File: src/rtl/mux_pkg.sv
// mux_pkg: shared mode encodings and round-robin helper for rr_mux_n
package mux_pkg;
  localparam logic MODE_RR = 1'b0;
  localparam logic MODE_FIX = 1'b1;
  function automatic int rr_start(int ptr, int nch);
    return (ptr + 1) % nch;
  endfunction
endpackage

File: src/rtl/rr_arb_n.sv
// rr_arb_n: combinational round-robin arbiter, first request after ptr wins
module rr_arb_n
  import mux_pkg::*;
#(
  parameter int NCH = 8,
  localparam int SELW = $clog2(NCH)
) (
  input  logic [NCH-1:0]  req,
  input  logic [SELW-1:0] ptr,
  output logic [NCH-1:0]  grant
);
  logic [SELW-1:0] st;
  logic [2*NCH-1:0] dreq, dg;
  logic [NCH-1:0] rot, rg;
  // rotate so the search start sits at bit 0, isolate lowest set bit, rotate back
  always_comb begin
    st = SELW'(rr_start(int'(ptr), NCH));
    dreq = {req, req} >> st;
    rot = dreq[NCH-1:0];
    rg = rot & (~rot + NCH'(1));
    dg = {{NCH{1'b0}}, rg} << st;
    grant = dg[NCH-1:0] | dg[2*NCH-1:NCH];
  end
endmodule

File: src/rtl/rr_mux_n.sv
// rr_mux_n: N-channel registered mux with round-robin or fixed selection and valid/ready handshake
module rr_mux_n
  import mux_pkg::*;
#(
  parameter int NCH = 8,
  parameter int W = 8,
  localparam int SELW = $clog2(NCH)
) (
  input  logic              clk,
  input  logic              rst,
  input  logic [NCH-1:0]    in_valid,
  input  logic [NCH*W-1:0]  in_data,
  output logic [NCH-1:0]    in_ready,
  input  logic              mode,
  input  logic [SELW-1:0]   sel,
  output logic              out_valid,
  output logic [W-1:0]      out_data,
  output logic [SELW-1:0]   out_ch,
  input  logic              out_ready
);
  localparam int NSEL = 1 << SELW;
  logic [SELW-1:0] ptr, gidx;
  logic [NCH-1:0] rr_g, grant;
  logic [NSEL-1:0] fix_hit;
  logic [W-1:0] gdata;
  logic load_en;
  rr_arb_n #(.NCH(NCH)) u_arb (.req(in_valid), .ptr(ptr), .grant(rr_g));
  // selects beyond NCH land on zero-extended valid bits, so they never grant
  always_comb begin
    fix_hit = NSEL'(in_valid) & (NSEL'(1) << sel);
    grant = mode == MODE_FIX ? fix_hit[NCH-1:0] : rr_g;
    load_en = ~out_valid | out_ready;
    in_ready = (load_en & ~rst) ? grant : '0;
    gidx = '0;
    gdata = '0;
    for (int i = 0; i < NCH; i++)
      if (grant[i]) begin
        gidx = SELW'(i);
        gdata = in_data[i*W +: W];
      end
  end
  always_ff @(posedge clk or posedge rst)
    if (rst) begin
      out_valid <= 1'b0;
      out_data <= '0;
      out_ch <= '0;
      ptr <= SELW'(NCH - 1);
    end else if (load_en) begin
      out_valid <= |grant;
      if (|grant) begin
        out_data <= gdata;
        out_ch <= gidx;
        ptr <= gidx;
      end
    end
endmodule

File: config.mk
export PLATFORM = sky130hd
export DESIGN_NAME = rr_mux_n
export DESIGN_NICKNAME = d
export VERILOG_FILES = /design/src/rtl/mux_pkg.sv /design/src/rtl/rr_arb_n.sv /design/src/rtl/rr_mux_n.sv
export SDC_FILE = /design/constraint.sdc
export NUM_CORES = 1
export LEC_CHECK = 0
export CORE_MARGIN = 10
export CORE_UTILIZATION = 40
export DETAILED_ROUTE_END_ITERATION = 12
export HOLD_SLACK_MARGIN = 0.05
export PLACE_DENSITY = 0.79
export SLEW_MARGIN = 20
export SYNTH_ARGS = -nofsm -noshare
export SYNTH_HDL_FRONTEND = slang
export SYNTH_SLANG_ARGS = --single-unit
File: constraint.sdc
create_clock -name clk -period 8 [get_ports clk]
set_input_delay 1.2 -clock clk [delete_from_list [all_inputs] [get_ports clk]]
set_output_delay 1.2 -clock clk [all_outputs]
set_load 0.05 [all_outputs]
* Word level (Yosys, flattened, before mapping) *
Cells that the tools add are included.

operators by class
  reduce and logical (&&, ||, !) cells = 2
  multiplexer cells = 17
  add/subtract/negate cells = 2
  bitwise operators = 8
  shift-type cells = 3

operator list
  operator             number
  $mux 8               10
  $mux 3               6
  $and 8x8->8          2
  $shl 8x3->16         1
  $shr 16x3->8         1
  $add 8x1->8 const B  1
  $not 8->8            1
  $or 8x8->8           1
  $reduce_or 8->1      1
  $shl 1x3->8 const A  1
  $add 3x1->3 const B  1
  $not 1->1            2
  $reduce_and 2->1     1
  $and 1x1->1          1
  $mux 1               1
  $or 1x1->1           1

word-level totals
  bits of input ports = 79
  word-level logic and storage cells = 36
  register bits after elaboration = 15

* Longest topological paths before layout *
  depth after elaboration = 16
  gate-level depth with buffers = 16
  gate-level depth less buffers = 11

* Cells and area by module *
Synthesis repeated with hierarchy kept, for this count alone.

unflattened totals
  cells, all modules = 305
  area total of the unflattened synthesis = 2299.7 µm²

by module, submodules not included
  module    area an instance (µm²)  instances  sequential area each (µm²)  cells an instance
  rr_mux_n  1532.7                  1          379.1                       192
  rr_arb_n  767.0                   1          0.0                         113

* Least setup slack after synthesis *
Ideal clock, no wire load.

  path kind = input port to output port
  start point = in in_valid[3]
  end point = out in_ready[7]
  buffers on the path = 3
  stages = 9
  arrival = 3.774 ns
  data required time = 6.800 ns
  setup slack = 3.026 ns
  cell sequence = clkbuf_1 -> mux4_2 -> a311oi_2 -> and2_1 -> buf_4 -> a41oi_1 -> a21oi_1 -> clkbuf_1 -> nor2b_1

on the way
  longest elaborated chain between the ends = 8

RTL lines
  element          RTL line        text
  start, declared  rr_mux_n.sv:11  input logic [NCH-1:0] in_valid,
  $shr 16x3->8 *   rr_arb_n.sv:18  dreq = {req, req} >> st;
  $not 8->8        rr_arb_n.sv:20  rg = rot & (~rot + NCH'(1));
  $add 8x1->8      rr_arb_n.sv:20
  $and 8x8->8 *    rr_arb_n.sv:20
  $shl 8x3->16 *   rr_arb_n.sv:21  dg = {{NCH{1'b0}}, rg} << st;
  $or 8x8->8 *     rr_arb_n.sv:22  grant = dg[NCH-1:0] | dg[2*NCH-1:NCH];
  $mux 8 *         rr_mux_n.sv:31  grant = mode == MODE_FIX ? fix_hit[NCH-1:0] : rr_g;
  $mux 8 *         rr_mux_n.sv:33  in_ready = (load_en & ~rst) ? grant : '0;
  end, declared    rr_mux_n.sv:13  output logic [NCH-1:0] in_ready,

Mark *: on every way between the ends. The rest lies on a longest branch, timed or not.

* Worst setup path after layout *
  start point = reg ptr[0]
  end point = out in_ready[4]

on the way
  longest elaborated chain between the ends = 9

RTL lines
  element                 RTL line        text
  start, declared         rr_mux_n.sv:22  logic [SELW-1:0] ptr, gidx;
  start signal, assigned  rr_mux_n.sv:47  ptr <= SELW'(NCH - 1);
  start signal, assigned  rr_mux_n.sv:53  ptr <= gidx;
  $add 3x1->3 *           mux_pkg.sv:6    return (ptr + 1) % nch;
  $shr 16x3->8            rr_arb_n.sv:18
  $not 8->8               rr_arb_n.sv:20
  $add 8x1->8             rr_arb_n.sv:20
  $and 8x8->8             rr_arb_n.sv:20
  $shl 8x3->16 *          rr_arb_n.sv:21
  $or 8x8->8 *            rr_arb_n.sv:22
  $mux 8 *                rr_mux_n.sv:31
  $mux 8 *                rr_mux_n.sv:33

Marks and branches as above.

==> results.sh <==
export IMPL_min_period_ns=6.228
export IMPL_hold_buffers=0
export IMPL_grt_overflow_total=0
export IMPL_cts_tree="built"
export IMPL_postPlaceCellArea_um2=3152
export IMPL_pin_count=99
export IMPL_post_route_cell_area_um2=3197
export IMPL_cts_setup_buffers=0
export IMPL_cap_violations=0
export IMPL_grt_pass1_vias=2766
export IMPL_crit_required_ns=6.80
export IMPL_cts_num_sinks=15
export IMPL_rows=26
export IMPL_clock_path_buffers=2
export IMPL_drt_total_wl_mm=8.982
export IMPL_die_h_um=93.18
export IMPL_min_path_type="reg2reg"
export IMPL_rsz0062_at_grt="no"
export IMPL_slew_headroom=0.3484
export IMPL_fmax_mhz=160.6
export IMPL_syn_area_um2=2142
export IMPL_ant_nets=0
export IMPL_layout_commonest_cell="clkdlybuf4s50_1"
export IMPL_insertion_delay_ns=0.25
export IMPL_syn_to_final_growth_pct=49.24
export IMPL_grt_start_max_net_pins=38
export IMPL_tns_ns=0
export IMPL_crit_start="ptr[0]"
export IMPL_reg2regPathDepth=13
export IMPL_synth_edf_count=0
export IMPL_ir_drop_v=0.0003114
export IMPL_start_util=0.4167
export IMPL_synthCells=276
export IMPL_synth_async_sr_flop_share=1.000
export IMPL_ys_warn_count=0
export IMPL_cp_arrival_ns=5.03
export IMPL_vias=2705
export IMPL_utilization=0.6220
export IMPL_wl_per_cell_um=20.84
export IMPL_port_buffers=98
export IMPL_ys_types=69
export IMPL_gp_congestion=1.022
export IMPL_critPathSlowestCell="clkdlybuf4s50_1"
export IMPL_core_area_um2=5140
export IMPL_vias_per_cell=6.276
export IMPL_numCtsBuffers=3
export IMPL_path_clk_slew_ns=0.06
export IMPL_status="complete, no violations"
export IMPL_end_kind="output pin"
export IMPL_cts_root_buf="clkbuf_8"
export IMPL_avgSynthCellArea_um2=7.761
export IMPL_reg2reg_slack_ns=3.20
export IMPL_die_area_um2=8683
export IMPL_nNetsFinal=442
export IMPL_worstReg2RegStart="ptr[0]"
export IMPL_slowest_delay_ns=0.83
export IMPL_whs_ns=0.4688
export IMPL_crit_type="reg2out"
export IMPL_drtIter0Drc=173
export IMPL_cp_cell_sequence="ha_1, xor2_1, buf_4, nand2_1, a32oi_1, and2_1, a31oi_1, a31oi_1, a221oi_1, buf_4, nor2_1, clkdlybuf4s50_1"
export IMPL_tightest_slew_ns=0.9740
export IMPL_drc=0
export IMPL_layout_common_cells="98 x clkdlybuf4s50_1, 27 x nor2_1, 25 x nand2_1"
export IMPL_h_tree_depth=1
export IMPL_power_leakage_uw=0.001235
export IMPL_synth_seq_cells=15
export IMPL_fin_ws_ns=1.772
export IMPL_powerDensity_nw_per_um2=477.8
export IMPL_seq_area_frac_synth=0.1770
export IMPL_die_x_um=93.18
export IMPL_antenna_found_initial=0
export IMPL_final_hold_viol_count=0
export IMPL_fin_worst_skew_ns=0.0009431
export IMPL_path_max_fanout=17
export IMPL_grt_total_usage=0.1998
export IMPL_drive_gt1_frac=0.09141
export IMPL_diodes=0
export IMPL_endpoint="in_ready[4]"
export IMPL_nFillCells=476
export IMPL_slew_viol_final=0
export IMPL_cts_resized=0
export IMPL_yosys_most_used_dff="dfrtp_1"
export IMPL_hpwlAfterDp_mm=7.075
export IMPL_syn_nets=356
export IMPL_r2r_end="out_ch[1]"
export IMPL_start_kind="flop"
export IMPL_grt_pass1_wl_mm=14.23
export IMPL_fin_crit_sh=0.7785
export IMPL_finalSetupViolations=0
export IMPL_dr_pass1_iters=6
export IMPL_pre_cts_slack_ns=2.094
cell families (layout without fill, tap and decap cells):
group / Yosys count / after routing / share of synthesized area
and+or+nand+nor: 106 / 106 / 0.2588
AOI/OAI and AO/OA: 95 / 95 / 0.3563
buffers and inverters: 36 / 121 / 0.07476
muxes: 21 / 21 / 0.1157
DFF: 15 / 15 / 0.1770
xor gates and xnor gates: 2 / 2 / 0.01169
adders and majority gates: 1 / 1 / 0.005840
routing by layer:
layer	routed length (um)	part of all wire	vias to the layer above	GRT usage
li1	-	-	1251	-
met5	0	0	-	0
met2	4333	0.48	161	0.3505
met4	187	0.021	0	0.06041
met3	1155	0.13	16	0.09273
met1	3305	0.37	1277	0.2081
per-stage QoR:
stage | std cells | total power (uW)
2_1_floorplan | 276 | 1117
4_1_cts | 431 | 1517
5_1_grt | 431 | 1642
3_5_place_dp | 427 | 1448
6_report | 431 | 1528
3_3_place_gp | 427 | 1448
power by group:
part           internal (uW)  total [uW]  switching [uW]
logic                    523        1310             786
registers                124         157            33.4
clock network           35.3        61.1            25.8
total                    682        1530             846
registers in the layout, indices dropped and copies added, names as in the netlist:
signal / count
out_ch: 3
out_data: 8
out_valid: 1
ptr: 3
critical path: cells and delay by family, from the launching register on:
kind	cells	cell delay [ns]
DFF	1	0.76
and+or+nand+nor	3	0.53
adders and majority gates	1	0.29
buffers and inverters	3	1.37
AOI/OAI and AO/OA	4	1.03
xor gates and xnor gates	1	0.79
area by class of cell:
cell class                      instances  area [um2]  share of cell area
Inverter                               11       41.29             0.01292
Clock buffer                            4       45.04             0.01409
Tap cell                               70       87.58             0.02740
Multi-Input combinational cell        225        1603              0.5014
Sequential cell                        15       379.1              0.1186
Timing Repair Buffer                  106        1041              0.3256
worst min-delay path by stage:
| stage | slack (ns) | endpoint | cells after the start | start |
|---|---|---|---|---|
| 5_1_grt | 0.48 | ptr[1] | 2 | ptr[1] |
| 6_report | 0.47 | ptr[1] | 2 | ptr[1] |
| 2_1_floorplan | 0.44 | ptr[1] | 2 | ptr[1] |
| 4_1_cts | 0.47 | ptr[1] | 2 | ptr[1] |
| 3_3_place_gp | 0.45 | ptr[1] | 2 | ptr[1] |
| 3_5_place_dp | 0.46 | ptr[1] | 2 | ptr[1] |
cell usage after synthesis, types with 4 or more instances:
cell        n  area, um2
a222oi_1    8      80.08
o2111ai_1  12      105.1
buf_2       5      25.02
a21oi_1    15      75.07
a31oi_1     4      25.02
nor4_1      4      25.02
nor2_1     27      101.4
nor3_1      5      25.02
mux2i_1     9      90.09
and3_1      5      31.28
clkbuf_1   17      63.81
a221oi_1    9      78.83
nand2_1    25      93.84
dfrtp_1    12      300.3
a21o_1      5      37.54
nor2b_1     7      43.79
mux2_2      7      78.83
o21ai_0     6      30.03
nand2b_1   11      68.82
inv_1       9      33.78
(Power assumes the default switching activity.)
